<file path="config.mk">
export PLATFORM = sky130hd
export DESIGN_NAME = bomb_input_sequencer
export DESIGN_NICKNAME = d
export VERILOG_FILES = /design/src/rtl/bomb_input_sequencer.sv
export SDC_FILE = /design/constraint.sdc
export NUM_CORES = 1
export LEC_CHECK = 0
export CORE_ASPECT_RATIO = 1.75
export CORE_MARGIN = 5
export CORE_UTILIZATION = 34
export CTS_CLUSTER_SIZE = 28
export DETAILED_ROUTE_END_ITERATION = 6
export GPL_ROUTABILITY_DRIVEN = 0
export PLACE_DENSITY = 0.51
export SYNTH_ARGS = -nofsm -noshare
export SYNTH_HDL_FRONTEND = slang
export SYNTH_SLANG_ARGS = --single-unit
</file>
<file path="constraint.sdc">
create_clock -name vga_clk -period 2.2 [get_ports vga_clk]
set_input_delay 0.22 -clock vga_clk [delete_from_list [all_inputs] [get_ports vga_clk]]
set_output_delay 0.22 -clock vga_clk [all_outputs]
set_load 0.01 [all_outputs]
</file>
<file path="src/rtl/bomb_input_sequencer.sv">
// -----------------------------------------------------------------------------
// bomb_input_sequencer
//
// Game-logic stage feeding the VGA renderer. The six raw player buttons are
// synchronized, debounced and edge-detected; each accepted press is stored in
// an 8-slot history. A full history is compared against a secret sequence.
// A match defuses the bomb. A mismatch clears the history and adds a strike,
// and too many strikes detonate it. A countdown timer also detonates it when
// it expires. Everything runs on the pixel clock, so the outputs need no
// clock-domain crossing before they reach the display controller.
//
// Parameters
//   DEBOUNCE_CYCLES  consecutive stable cycles before a raw level is accepted
//   TIMEOUT_CYCLES   cycles allowed before the bomb explodes (31-bit counter)
//   SECRET           expected code of slot i in SECRET[3i+2:3i]
//   MAX_STRIKES      failed full-sequence checks that cause an explosion
//
// Ports
//   vga_clk    in   sole clock (pixel clock)
//   rst        in   synchronous active-high reset
//   btn_raw    in   [5:0] asynchronous button pins, bit n = code n
//                   (LEFT=0, RIGHT=1, UP=2, DOWN=3, A=4, B=5)
//   buttons    out  [3:0] x [0:7] slot entries {valid, code}, empty = 4'h0
//   state      out  [1:0] 0 ARMED, 1 DEFUSED, 2 EXPLODED
//   strikes    out  [1:0] failed checks so far
//   time_left  out  [30:0] remaining timeout cycles
// -----------------------------------------------------------------------------
module bomb_input_sequencer #(
  parameter int unsigned DEBOUNCE_CYCLES = 250000,
  parameter int unsigned TIMEOUT_CYCLES  = 1500000000,
  parameter logic [23:0] SECRET          = 24'h9486D2,
  parameter int unsigned MAX_STRIKES     = 3
) (
  input  logic        vga_clk,
  input  logic        rst,
  input  logic [5:0]  btn_raw,
  output logic [3:0]  buttons [0:7],
  output logic [1:0]  state,
  output logic [1:0]  strikes,
  output logic [30:0] time_left
);

  // The debounce counter only has to reach DEBOUNCE_CYCLES-1.
  localparam int unsigned DB_W = (DEBOUNCE_CYCLES > 1) ? $clog2(DEBOUNCE_CYCLES) : 1;
  localparam logic [DB_W-1:0] DB_LAST = DB_W'(DEBOUNCE_CYCLES - 1);

  localparam logic [30:0] TIMEOUT_INIT = 31'(TIMEOUT_CYCLES);
  localparam logic [2:0]  LAST_SLOT    = 3'd7;

  // Encoding seen by the display controller.
  localparam logic [1:0] ST_ARMED    = 2'd0;
  localparam logic [1:0] ST_DEFUSED  = 2'd1;
  localparam logic [1:0] ST_EXPLODED = 2'd2;

  typedef enum logic [1:0] {
    S_ENTRY,
    S_CHECK,
    S_DEFUSED,
    S_EXPLODED
  } fsm_e;

  // ---------------------------------------------------------------------------
  // Input path: 2-FF synchronizer, per-bit debouncer, rising-edge detector
  // ---------------------------------------------------------------------------
  logic [5:0]      sync1_q;
  logic [5:0]      sync2_q;
  logic [5:0]      deb_q;
  logic [5:0]      deb_prev_q;
  logic [DB_W-1:0] db_cnt_q [6];

  always_ff @(posedge vga_clk) begin
    if (rst) begin
      // NOTE: sequential state is always written with <= so every register
      // samples the pre-edge value of its neighbours, just like the hardware.
      sync1_q    <= '0;
      sync2_q    <= '0;
      deb_q      <= '0;
      deb_prev_q <= '0;
      for (int i = 0; i < 6; i++) begin
        db_cnt_q[i] <= '0;
      end
    end else begin
      sync1_q    <= btn_raw;
      sync2_q    <= sync1_q;
      deb_prev_q <= deb_q;
      for (int i = 0; i < 6; i++) begin
        // Count consecutive cycles in which the synchronized level disagrees
        // with the accepted level; any agreement restarts the count.
        if (sync2_q[i] != deb_q[i]) begin
          if (db_cnt_q[i] == DB_LAST) begin
            deb_q[i]    <= sync2_q[i];
            db_cnt_q[i] <= '0;
          end else begin
            db_cnt_q[i] <= db_cnt_q[i] + DB_W'(1);
          end
        end else begin
          db_cnt_q[i] <= '0;
        end
      end
    end
  end

  // One-cycle pulse on each rising edge of a debounced level. Both operands
  // are registers, so there is no combinational path from btn_raw.
  logic [5:0] evt;
  assign evt = deb_q & ~deb_prev_q;

  // Simultaneous presses: the lowest-numbered code wins, the rest are dropped.
  logic       evt_any;
  logic [2:0] evt_code;

  always_comb begin
    // NOTE: every always_comb output gets a default first so no path through
    // the block leaves it unassigned (which would infer a latch).
    evt_any  = 1'b0;
    evt_code = '0;
    for (int i = 5; i >= 0; i--) begin
      if (evt[i]) begin
        evt_any  = 1'b1;
        evt_code = 3'(i);
      end
    end
  end

  // ---------------------------------------------------------------------------
  // Game state
  // ---------------------------------------------------------------------------
  fsm_e        fsm_q;
  logic [1:0]  state_q;
  logic [1:0]  strikes_q;
  logic [30:0] time_left_q;
  logic [2:0]  wr_idx_q;
  logic [3:0]  slots_q [0:7];

  // Full history matches the secret (every slot valid, every code equal).
  logic seq_match;

  always_comb begin
    seq_match = 1'b1;
    for (int i = 0; i < 8; i++) begin
      if (slots_q[i] != {1'b1, SECRET[3*i +: 3]}) begin
        seq_match = 1'b0;
      end
    end
  end

  // Countdown helpers; the decrement saturates so a zero timeout cannot wrap.
  logic [30:0] time_left_d;
  logic        time_expire;
  logic [1:0]  strikes_d;
  logic        strike_limit;

  assign time_left_d  = (time_left_q == '0) ? '0 : time_left_q - 31'd1;
  assign time_expire  = (time_left_q <= 31'd1);
  assign strikes_d    = strikes_q + 2'd1;
  assign strike_limit = (32'(strikes_q) + 32'd1) >= MAX_STRIKES;

  always_ff @(posedge vga_clk) begin
    if (rst) begin
      fsm_q       <= S_ENTRY;
      state_q     <= ST_ARMED;
      strikes_q   <= '0;
      time_left_q <= TIMEOUT_INIT;
      wr_idx_q    <= '0;
      // NOTE: the slot array is reset because an empty slot must read 4'h0 on
      // the display; it is only eight small registers, not a RAM.
      for (int i = 0; i < 8; i++) begin
        slots_q[i] <= '0;
      end
    end else begin
      case (fsm_q)
        S_ENTRY: begin
          time_left_q <= time_left_d;
          if (time_expire) begin
            // An expiring timer outranks a press landing in the same cycle.
            fsm_q   <= S_EXPLODED;
            state_q <= ST_EXPLODED;
          end else if (evt_any) begin
            slots_q[wr_idx_q] <= {1'b1, evt_code};
            wr_idx_q          <= wr_idx_q + 3'd1;
            if (wr_idx_q == LAST_SLOT) begin
              fsm_q <= S_CHECK;
            end
          end
        end

        S_CHECK: begin
          // Presses arriving here are dropped: nothing reads evt_any.
          time_left_q <= time_left_d;
          if (seq_match) begin
            // A passing check wins even if the timer expires this cycle.
            fsm_q   <= S_DEFUSED;
            state_q <= ST_DEFUSED;
          end else begin
            for (int i = 0; i < 8; i++) begin
              slots_q[i] <= '0;
            end
            wr_idx_q  <= '0;
            strikes_q <= strikes_d;
            if (strike_limit || time_expire) begin
              fsm_q   <= S_EXPLODED;
              state_q <= ST_EXPLODED;
            end else begin
              fsm_q <= S_ENTRY;
            end
          end
        end

        // Terminal until reset: slots, strikes and timer are frozen.
        S_DEFUSED:  fsm_q <= S_DEFUSED;
        S_EXPLODED: fsm_q <= S_EXPLODED;
        default: begin
          fsm_q   <= S_EXPLODED;
          state_q <= ST_EXPLODED;
        end
      endcase
    end
  end

  assign buttons   = slots_q;
  assign state     = state_q;
  assign strikes   = strikes_q;
  assign time_left = time_left_q;

endmodule
</file>
* Word-level counts from Yosys, hierarchy flattened *
Memory sizes are Yosys's and may differ from the RTL's.
Index checks and enable logic that the tools add are counted.

operators by class
  $add $sub $neg = 10
  $mul = 0
  divide/modulo/power cells = 0
  order comparisons = 4
  equal/unequal tests = 31
  shift operators = 0
  muxes and demuxes = 128
  bitwise gates (word level) = 22
  reduce and logical (&&, ||, !) cells = 16

operators with widths
  kind                                                                     count
  18-bit 2-to-1 mux                                                        18
  18-bit by 1-bit adder with 18-bit output (second input constant)         6
  18-bit equality test (second input constant)                             6
  32-bit 2-to-1 mux                                                        3
  1-bit 2-to-1 mux                                                         82
  32-bit case mux with 2 select lines                                      1
  32-bit bitwise mux                                                       1
  4-bit != test (second input constant)                                    8
  31-bit by 1-bit <= comparator with 1-bit output (second input constant)  1
  31-bit logical NOT                                                       1
  31-bit 2-to-1 mux                                                        1
  31-bit by 1-bit subtractor with 31-bit output (second input constant)    1
  3-bit 2-to-1 mux                                                         9
  1-bit bitwise OR                                                         18
  2-bit 2-to-1 mux                                                         8
  2-bit AND reduction                                                      8
  4-bit demux with 3-bit select                                            1
  3-bit != test (second input constant)                                    3
  2-bit != test (second input constant)                                    4
  2-bit case mux with 4 select lines                                       1
  6-bit AND                                                                1
  1-bit != test                                                            6
  6-bit NOT                                                                1
  3-bit case mux with 2 select lines                                       1
  20 further kinds                                                         21

storage, ports and cells
  bits in registers = 96
  bits in latches = 0
  bits in writable memories = 108
  bits in read-only memories = 0
  input bits = 8
  output and inout bits = 67
  logic and storage cells = 234
  memories = 1

memories
  memory    depth  bits a word  read ports  clocked after memory_dff  wr ports  RTL line  RTL
  db_cnt_q  6      18           6           0                         6         69        logic [DB_W-1:0] db_cnt_q [6];

* Logic depth before layout (Yosys ltp) *
Gate-level depths: netlist of run 1.

  word-level depth = 12
  mapped depth = 9
  gate-level depth less buffers = 7

* Worst setup path before layout of run 1 *
No wires, ideal clock.

  path type = flip-flop to flip-flop
  start point = memory db_cnt_q[0][11] in the netlist's numbering
  end point = memory db_cnt_q[0][10] in the netlist's numbering (data pin)
  setup time = 0.266 ns
  arrival time = 1.823 ns
  data required time = 1.934 ns
  setup slack = 0.111 ns
  stages on the path, launching flop included = 8
  path buffers = 2
  period minus slack after synthesis = 2.089 ns
  cells stage by stage = edfxtp_1 -> nor4b_1 -> nand2_1 -> nor4_1 -> or3_1 -> clkbuf_1 -> buf_1 -> nor2_1

RTL lines
  item                RTL line
  start: declaration  69

* Final worst setup path of run 1 *
  start point = register time_left_q[1] (netlist: time_left[1])
  end point = register time_left_q[19] (netlist: time_left[19])

between the ends
  cells in the longest elaborated chain, start to end = 2
  elaborated cells between the ends (all ways) = 3
  classes of those cells = 1 x add/sub; 1 x mux; 1 x reduce/logical

RTL lines
  item                                                                                        RTL line  RTL
  start: declaration                                                                          131       logic [30:0] time_left_q;
  start signal: assignment                                                                    173       time_left_q <= time_left_d;
  start signal: assignment                                                                    189       time_left_q <= time_left_d;
  31-bit by 1-bit subtractor with 31-bit output / 31-bit logical NOT (equally long branches)  153       assign time_left_d = (time_left_q == '0) ? '0 : time_left_q - 31'd1;
  31-bit 2-to-1 mux (*)                                                                       153

Every way passes the cells marked *; elsewhere a longest branch is shown, timed or not.
A chain may end at the register's enable or synchronous reset.

==> PnR_summary.wiki, run 1 <==
{| class="wikitable"
! Metric !! Value
|-
| Run status || finished, final reports clean
|-
| Post-Syn Instances || 954
|-
| Commonest non-fill, non-tap cell in the layout || sky130_fd_sc_hd__nor2_1
|-
| Final clock skew || 0.0112 ns
|-
| Drt first-iter violations || 252
|-
| Worst Tran Pin Value || 0.643 ns
|-
| # H-tree levels || 1
|-
| Fraction of layout cells with a size suffix above 1 || 13.8%
|-
| Port-buffer cells || 74
|-
| Category of cells accounting for the largest share of critical-path delay || simple AND/OR/NAND/NOR gates
|-
| Synthesized area per cell || 10.2 um2
|-
| Hold Fails Final Rpt || 0
|-
| Root Buffer Master || sky130_fd_sc_hd__clkbuf_16
|-
| Post-synth ARST share || 0%
|-
| Global-route wire length before repair || 36800 um
|-
| Leak Pwr || 0.00470 uW
|-
| Clock buffers created by TritonCTS || 22
|-
| Most Frequent Cell on Critical Path || sky130_fd_sc_hd__buf_4
|-
| Sequential cell area fraction in the yosys report || 53.0%
|-
| Min Clock Period, post-route || 2.14 ns
|-
| Data arrival time of the critical path || 2.54 ns
|-
| Post-DR wirelength/cell || 14.1 um
|-
| Total cell area at the placement stage || 12000 um2
|-
| Number of maximum-capacitance violations || 0
|-
| Clock slew at reported path FFs || 0.07 ns
|-
| Ordered list of cells on the worst path || buf_4 > nor4_2 > nand2_1 > or3_1 > buf_4 > nor3b_1 > xnor2_1 > o21bai_1
|-
| Number of global-route vias before repair || 7500
|-
| Commonest cells after routing, fill and taps aside || sky130_fd_sc_hd__nor2_1, sky130_fd_sc_hd__edfxtp_1, sky130_fd_sc_hd__conb_1
|-
| Count of endpoints failing setup in the final report || 0
|-
| Quantity of hold-fixing buffers added after cts || 0
|-
| Final WL || 22800 um
|-
| Die boundary height || 234 um
|-
| Largest buffer count on any clock path || 3
|-
| Site row count || 82
|-
| VDD IR-drop max || 0.597 mV
|-
| HPWL after DPL || 16900 um
|-
| Cell Count Post-Placement || 1573
|-
| Number of distinct library cell variants in the gate-level netlist after synthesis || 55
|-
| Count of state elements after synthesis || 204
|-
| Post-DRT Antenna Nets || 0
|-
| Starting density of the core || 34.3%
|-
| Initial antenna violation count || 0
|-
| Critical path's slowest cell || sky130_fd_sc_hd__or3_1
|-
| Fill cell instance count of the final layout || 2785
|-
| Area growth from synthesis to final layout || 32.3%
|-
| DR DRC count || 0
|-
| Max-slew headroom at the worst pin || 56.9%
|-
| Portion of the clock cycle consumed by the worst path in the final layout || 97.1%
|-
| Crit. End Element || flip-flop
|-
| Crit path buf inv count || 2
|-
| Clock sink count || 204
|-
| Final Instance Count excl. Fillers || 1617
|-
| Number of max-slew violations in the final report || 0
|-
| Power density of the placed cells || 676 nW/um2
|-
| Initial DRT Pass Iterations || 4
|-
| Category of the most critical setup path || reg -> reg
|-
| Vias/cell || 4.64
|-
| Count of flip-flops with a built-in enable after synthesis || 108
|-
| Yosys Warn Count || 0
|-
| Final non-filler cell area || 12900 um2
|-
| Maximum number of pins on one net before global-route repair || 55
|-
| Worst setup slack after placement || -0.0145 ns
|-
| Req. time, crit path || 2.60 ns
|-
| Total inserted antenna cells || 0
|-
| Overflow left after global routing || 0
|-
| Sort of element at the start of the critical path || flip-flop
|-
| Main flop type after synthesis || sky130_fd_sc_hd__edfxtp_1
|-
| Die X || 138 um
|-
| Worst Hold Class || in -> reg
|-
| Area enclosed by the die boundary || 32300 um2
|-
| RSZ-0062 raised after global routing || true
|-
| Number of nets at the end of the flow || 1244
|-
| CTS tree || yes
|-
| Maximum fanout along the worst path || 5
|-
| Boundary pin count || 75
|-
| Latest clock arrival within the worst-skew pair || 0.51 ns
|-
| Achievable Freq || 468 MHz
|-
| Core Area || 28400 um2
|-
| Setup WS post-layout || 0.0633 ns
|-
| Vias || 7497
|-
| Total global-route track usage || 14.2%
|-
| Cell Area, Synth || 9740 um2
|-
| Crit-path max cell delay || 0.42 ns
|}
report_power, final:
part	internal (uW)	total (uW)	switching (uW)
logic	301	618	317
clock network	2270	3830	1560
registers	4140	4260	125
per-stage QoR:
stage	utilization (%)	hold WS, ns	power, uW	setup TNS [ns]
finish	45.3	0.262	8720	0
global route	45.3	0.256	9080	-0.435
floorplan	-	0.348	4660	0
CTS	45.0	0.228	8860	0
detailed placement	42.2	0.425	4950	-0.0164
global placement	42.2	0.423	4950	-0.0309
worst reg2reg max path, stage by stage (launching register included):
cell and delay, ns:
sky130_fd_sc_hd__dfxtp_1 0.31, sky130_fd_sc_hd__buf_4 0.14, sky130_fd_sc_hd__nor4_2 0.35, sky130_fd_sc_hd__nand2_1 0.16, sky130_fd_sc_hd__or3_1 0.42, sky130_fd_sc_hd__buf_4 0.20
sky130_fd_sc_hd__nor3b_1 0.23, sky130_fd_sc_hd__xnor2_1 0.15, sky130_fd_sc_hd__o21bai_1 0.07
per-layer routing:
layer	GRT usage, %	vias to the layer above	share of wire, %
li1	-	3815	-
met1	14.4	3540	37
met2	27.5	102	55
met3	2.92	40	4.1
met4	5.62	0	3.2
met5	0	-	0
path summary, 6_finish.rpt:
| path | startpoint | end | slack, ns | cells past startpoint |
|---|---|---|---|---|
| max | time_left[1]$_SDFFE_PP0P_ | time_left[19]$_SDFFE_PP1P_ | 0.06 | 8 |
| min | btn_raw[1] | sync1_q[1]$_SDFF_PP0_ | 0.26 | 2 |
| max reg2reg | time_left[1]$_SDFFE_PP0P_ | time_left[19]$_SDFFE_PP1P_ | 0.06 | 8 |
| min reg2reg | sync1_q[0]$_SDFF_PP0_ | sync2_q[0]$_SDFF_PP0_ | 0.44 | 1 |
timing repair:
item | 4_1_cts | 5_1_grt
resized for setup | 2 | 14
pin swaps | 0 | 9
setup endpoints to repair | 24 | 73
buffers inserted | 0 | 3
cloned | 0 | 1
synthesized netlist by cell type (8+ instances only):
| cell | instances | area (um2) |
|---|---|---|
| sky130_fd_sc_hd__a21oi_1 | 15 | 75.1 |
| sky130_fd_sc_hd__a22o_1 | 16 | 140 |
| sky130_fd_sc_hd__and3_1 | 9 | 56.3 |
| sky130_fd_sc_hd__and4_1 | 9 | 78.8 |
| sky130_fd_sc_hd__buf_2 | 8 | 40.0 |
| sky130_fd_sc_hd__clkbuf_1 | 16 | 60.1 |
| sky130_fd_sc_hd__dfxtp_1 | 96 | 1920 |
| sky130_fd_sc_hd__edfxtp_1 | 108 | 3240 |
| sky130_fd_sc_hd__ha_1 | 13 | 163 |
| sky130_fd_sc_hd__inv_1 | 22 | 82.6 |
| sky130_fd_sc_hd__nand2_1 | 54 | 203 |
| sky130_fd_sc_hd__nand3_1 | 52 | 260 |
| sky130_fd_sc_hd__nand4_1 | 24 | 150 |
| sky130_fd_sc_hd__nor2_1 | 183 | 687 |
| sky130_fd_sc_hd__nor2b_1 | 24 | 150 |
| sky130_fd_sc_hd__nor3_1 | 28 | 140 |
| sky130_fd_sc_hd__nor4_1 | 15 | 93.8 |
| sky130_fd_sc_hd__nor4b_1 | 8 | 70.1 |
| sky130_fd_sc_hd__o21ai_0 | 10 | 50.1 |
| sky130_fd_sc_hd__o21ai_2 | 8 | 70.1 |
| sky130_fd_sc_hd__o21bai_1 | 9 | 67.6 |
| sky130_fd_sc_hd__o2bb2ai_1 | 16 | 140 |
| sky130_fd_sc_hd__or3_1 | 12 | 75.1 |
| sky130_fd_sc_hd__xnor2_1 | 66 | 578 |
| sky130_fd_sc_hd__xor2_1 | 57 | 499 |
cell families after synthesis:
group	after synthesis	share of synthesized area, %
AOI/OAI and AO/OA	88	6.90
xor gates and xnor gates	123	11.1
adders and majority gates	13	1.67
buffers and inverters	51	2.07
DFF	204	53.0
muxes	7	0.732
other	1	0.0385
and+or+nand+nor	467	24.5
flip-flops by register name (all words and copies together), names as in the netlist, 3 cells and up:
register	flops
time_left	31
db_cnt_q	108
deb_prev_q	6
buttons	32
deb_q	6
wr_idx_q	3
sync1_q	6
sync2_q	6
final cells by class:
class	instances	area, um2	share of cell area, %
clock buffers	31	711	5.51
clock inverters	9	58.8	0.456
inverters	22	82.6	0.641
multi-input cells	807	4860	37.7
flip-flops and latches	204	5170	40.1
well taps	378	473	3.67
repair buffers	166	1530	11.9
Power figures use the tool's default switching activity.
==> inputs of run 2 (changes only) <==
--- a/config.mk
+++ b/config.mk
@@ -7,11 +7,11 @@
 export LEC_CHECK = 0
 export CORE_ASPECT_RATIO = 1.75
 export CORE_MARGIN = 5
-export CORE_UTILIZATION = 34
+export CORE_UTILIZATION = 53
 export CTS_CLUSTER_SIZE = 28
 export DETAILED_ROUTE_END_ITERATION = 6
 export GPL_ROUTABILITY_DRIVEN = 0
-export PLACE_DENSITY = 0.51
+export PLACE_DENSITY = 0.74
 export SYNTH_ARGS = -nofsm -noshare
 export SYNTH_HDL_FRONTEND = slang
 export SYNTH_SLANG_ARGS = --single-unit
==> run 2 against run 1 <==
Non-clock buffer count down 21. Global-route usage up 5.8 points. Flip-flop and latch count stayed put. Hold slack better by 0.039 ns. Cell area fell by 4.0%. Combinational power hardly changed. Critical path type unchanged. Largest cell class unchanged.
==> PnR_summary.wiki, run 2 (synthesis results as in run 1) <==
{| class="wikitable"
! Metric !! Value
|-
| HPWL after DPL || 15600 um (-7.7%)
|-
| Boundary pin count || 75 (unchanged)
|-
| Area growth from synthesis to final layout || 27.1%
|-
| Final non-filler cell area || 12400 um2 (-4.0%)
|-
| Worst Tran Pin Value || 0.602 ns (-0.0403 ns)
|-
| # H-tree levels || 1 (unchanged)
|-
| Max-slew headroom at the worst pin || 59.6% (+2.7 points)
|-
| Total area of multi-input combinational cells || 4850 um2 (-0.21%)
|-
| Root Buffer Master || sky130_fd_sc_hd__clkbuf_16
|-
| Number of nets at the end of the flow || 1221 (-1.8%)
|-
| Category of the most critical setup path || reg -> reg
|-
| Setup TNS || 0 ns (unchanged)
|-
| Share of power burned in combinational logic || 7.6% (+0.5 points)
|-
| Setup WS post-layout || 0.0701 ns (+0.00687 ns)
|-
| VDD IR-drop max || 0.762 mV (+28%)
|-
| Post-DRT Antenna Nets || 0 (unchanged)
|-
| Die X || 112 um (-18%)
|-
| Leak Pwr || 0.00450 uW (-4.2%)
|-
| Sort of element at the start of the critical path || flip-flop
|-
| Starting density of the core || 53.9% (+20 points)
|-
| Number of max-slew violations in the final report || 0 (unchanged)
|-
| Clock slew at reported path FFs || 0.06 ns (about the same)
|-
| Worst setup slack after placement || 0.0294 ns (+0.0438 ns)
|-
| Vias || 7513 (+0.21%)
|-
| Overflow left after global routing || 0 (unchanged)
|-
| Final clock skew || 0.00736 ns (-0.00380 ns)
|-
| Top register by number of flip-flops || db_cnt_q
|-
| Portion of the clock cycle consumed by the worst path in the final layout || 96.8% (-0.31 points)
|-
| Total cell area at the placement stage || 11600 um2 (-2.9%)
|-
| Initial antenna violation count || 0 (unchanged)
|-
| Fraction of layout cells with a size suffix above 1 || 11.4% (-2.4 points)
|-
| Initial DRT Pass Iterations || 4 (unchanged)
|-
| Cell internal power dissipation || 6410 uW (-4.5%)
|-
| Req. time, crit path || 2.62 ns (+0.02 ns)
|-
| Total inserted antenna cells || 0 (unchanged)
|-
| CTS tree || yes
|-
| Net switching share of the total power || 22.1% (-0.92 points)
|-
| Count of endpoints failing setup in the final report || 0 (unchanged)
|-
| Site row count || 65 (-21%)
|-
| Clock group share of total power || 40.6% (-3.4 points)
|-
| Final core utilization || 68.5% (+23 points)
|-
| Vias/cell || 5.19 (+12%)
|-
| Final WL || 21200 um (-7.2%)
|-
| Clock buffers created by TritonCTS || 20 (-9.1%)
|-
| Sequential cell area in the final layout || 5160 um2 (about the same)
|-
| Hold Fails Final Rpt || 0 (unchanged)
|-
| Power density of the placed cells || 664 nW/um2 (-1.8%)
|-
| Achievable Freq || 470 MHz (+0.32%)
|-
| Commonest non-fill, non-tap cell in the layout || sky130_fd_sc_hd__nor2_1
|-
| Latest clock arrival within the worst-skew pair || 0.49 ns (-0.02 ns)
|-
| Post-DR wirelength/cell || 14.7 um (+3.7%)
|-
| Port-buffer cells || 74 (unchanged)
|-
| Total global-route track usage || 19.9% (+5.8 points)
|-
| DR DRC count || 0 (unchanged)
|-
| Crit. End Element || flip-flop
|-
| Area enclosed by the die boundary || 21300 um2 (-34%)
|-
| Run status || finished, final reports clean
|-
| Min Clock Period, post-route || 2.13 ns (-0.00687 ns)
|-
| Clock sink count || 204 (unchanged)
|-
| Number of global-route vias before repair || 7747 (+3.3%)
|-
| Fill cell instance count of the final layout || 1501 (-46%)
|-
| Largest buffer count on any clock path || 3 (unchanged)
|-
| Maximum number of pins on one net before global-route repair || 55 (unchanged)
|-
| Sequential power share || 51.8% (+2.9 points)
|-
| Number of flip-flops in the largest register || 108 (unchanged)
|-
| Number of maximum-capacitance violations || 0 (unchanged)
|-
| Net switching power || 1810 uW (-9.5%)
|-
| Commonest cells after routing, fill and taps aside || sky130_fd_sc_hd__nor2_1, sky130_fd_sc_hd__edfxtp_1, sky130_fd_sc_hd__conb_1
|-
| Maximum fanout along the worst path || 5 (unchanged)
|-
| Data arrival time of the critical path || 2.55 ns (about the same)
|-
| Core Area || 18100 um2 (-36%)
|-
| Tot Pwr || 8220 uW (-5.7%)
|-
| Worst Hold Class || in -> reg
|-
| Global-route wire length before repair || 35600 um (-3.0%)
|-
| Die boundary height || 189 um (-19%)
|-
| Drt first-iter violations || 330 (+31%)
|}
==> run 2: metrics by stage <==
stage	hold WS [ns]	std cells
after global routing	0.294	1447
after global placement	0.419	1410
after detailed placement	0.427	1410
final	0.301	1447
after floorplan	0.348	1061
after CTS	0.278	1445
==> run 2: layout make-up <==
| cell class | instances | share of cell area (%) |
|---|---|---|
| flip-flops and latches | 204 | 41.7 |
| multi-input cells | 807 | 39.2 |
| repair buffers | 145 | 10.9 |
| clock buffers | 30 | 4.76 |
| well taps | 234 | 2.37 |
| inverters | 22 | 0.667 |
| clock inverters | 5 | 0.384 |
==> run 2: metal layers <==
metal | wire length [um] | share of wire, % | GRT usage, %
met5 | 0 | 0 | 0
met4 | 651 | 3.1 | 6.89
met3 | 848 | 4.0 | 3.42
met2 | 11800 | 56 | 39.3
met1 | 7920 | 37 | 20.7
==> run 2: what timing repair did <==
action                                  4_1_cts  5_1_grt
hold buffers                                  0        0
buffers inserted                              0        1
endpoints found under the setup margin        0       55
resized for setup                             0       12
==> run 2: final timing paths <==
check / startpoint / end / slack (ns) / depth (start not counted)
worst max-delay path: buttons[1]$_SDFFE_PP0P_ / buttons[9]$_SDFFE_PP0P_ / 0.07 / 6
worst min-delay path: btn_raw[3] / sync1_q[3]$_SDFF_PP0_ / 0.30 / 2
worst max register to register: buttons[1]$_SDFFE_PP0P_ / buttons[9]$_SDFFE_PP0P_ / 0.07 / 6
worst min register to register: sync1_q[1]$_SDFF_PP0_ / sync2_q[1]$_SDFF_PP0_ / 0.44 / 1
==> run 2: critical path, stage by stage (launching register included) <==
cell and delay (ns):
sky130_fd_sc_hd__dfxtp_1 0.34, sky130_fd_sc_hd__or4b_4 0.53, sky130_fd_sc_hd__nor4_4 0.33, sky130_fd_sc_hd__a31oi_2 0.19
sky130_fd_sc_hd__a211o_4 0.39, sky130_fd_sc_hd__o21ai_2 0.11, sky130_fd_sc_hd__a22o_1 0.17
==> run 2: power groups by stage <==
| stage | sequential [uW] | combinational [uW] | clock (uW) |
|---|---|---|---|
| after floorplan | 4360 | 306 | 0 |
| after global placement | 4340 | 601 | 0 |
| after detailed placement | 4340 | 607 | 0 |
| after CTS | 4260 | 615 | 3400 |
| after global routing | 4280 | 693 | 3570 |
| final | 4260 | 621 | 3340 |
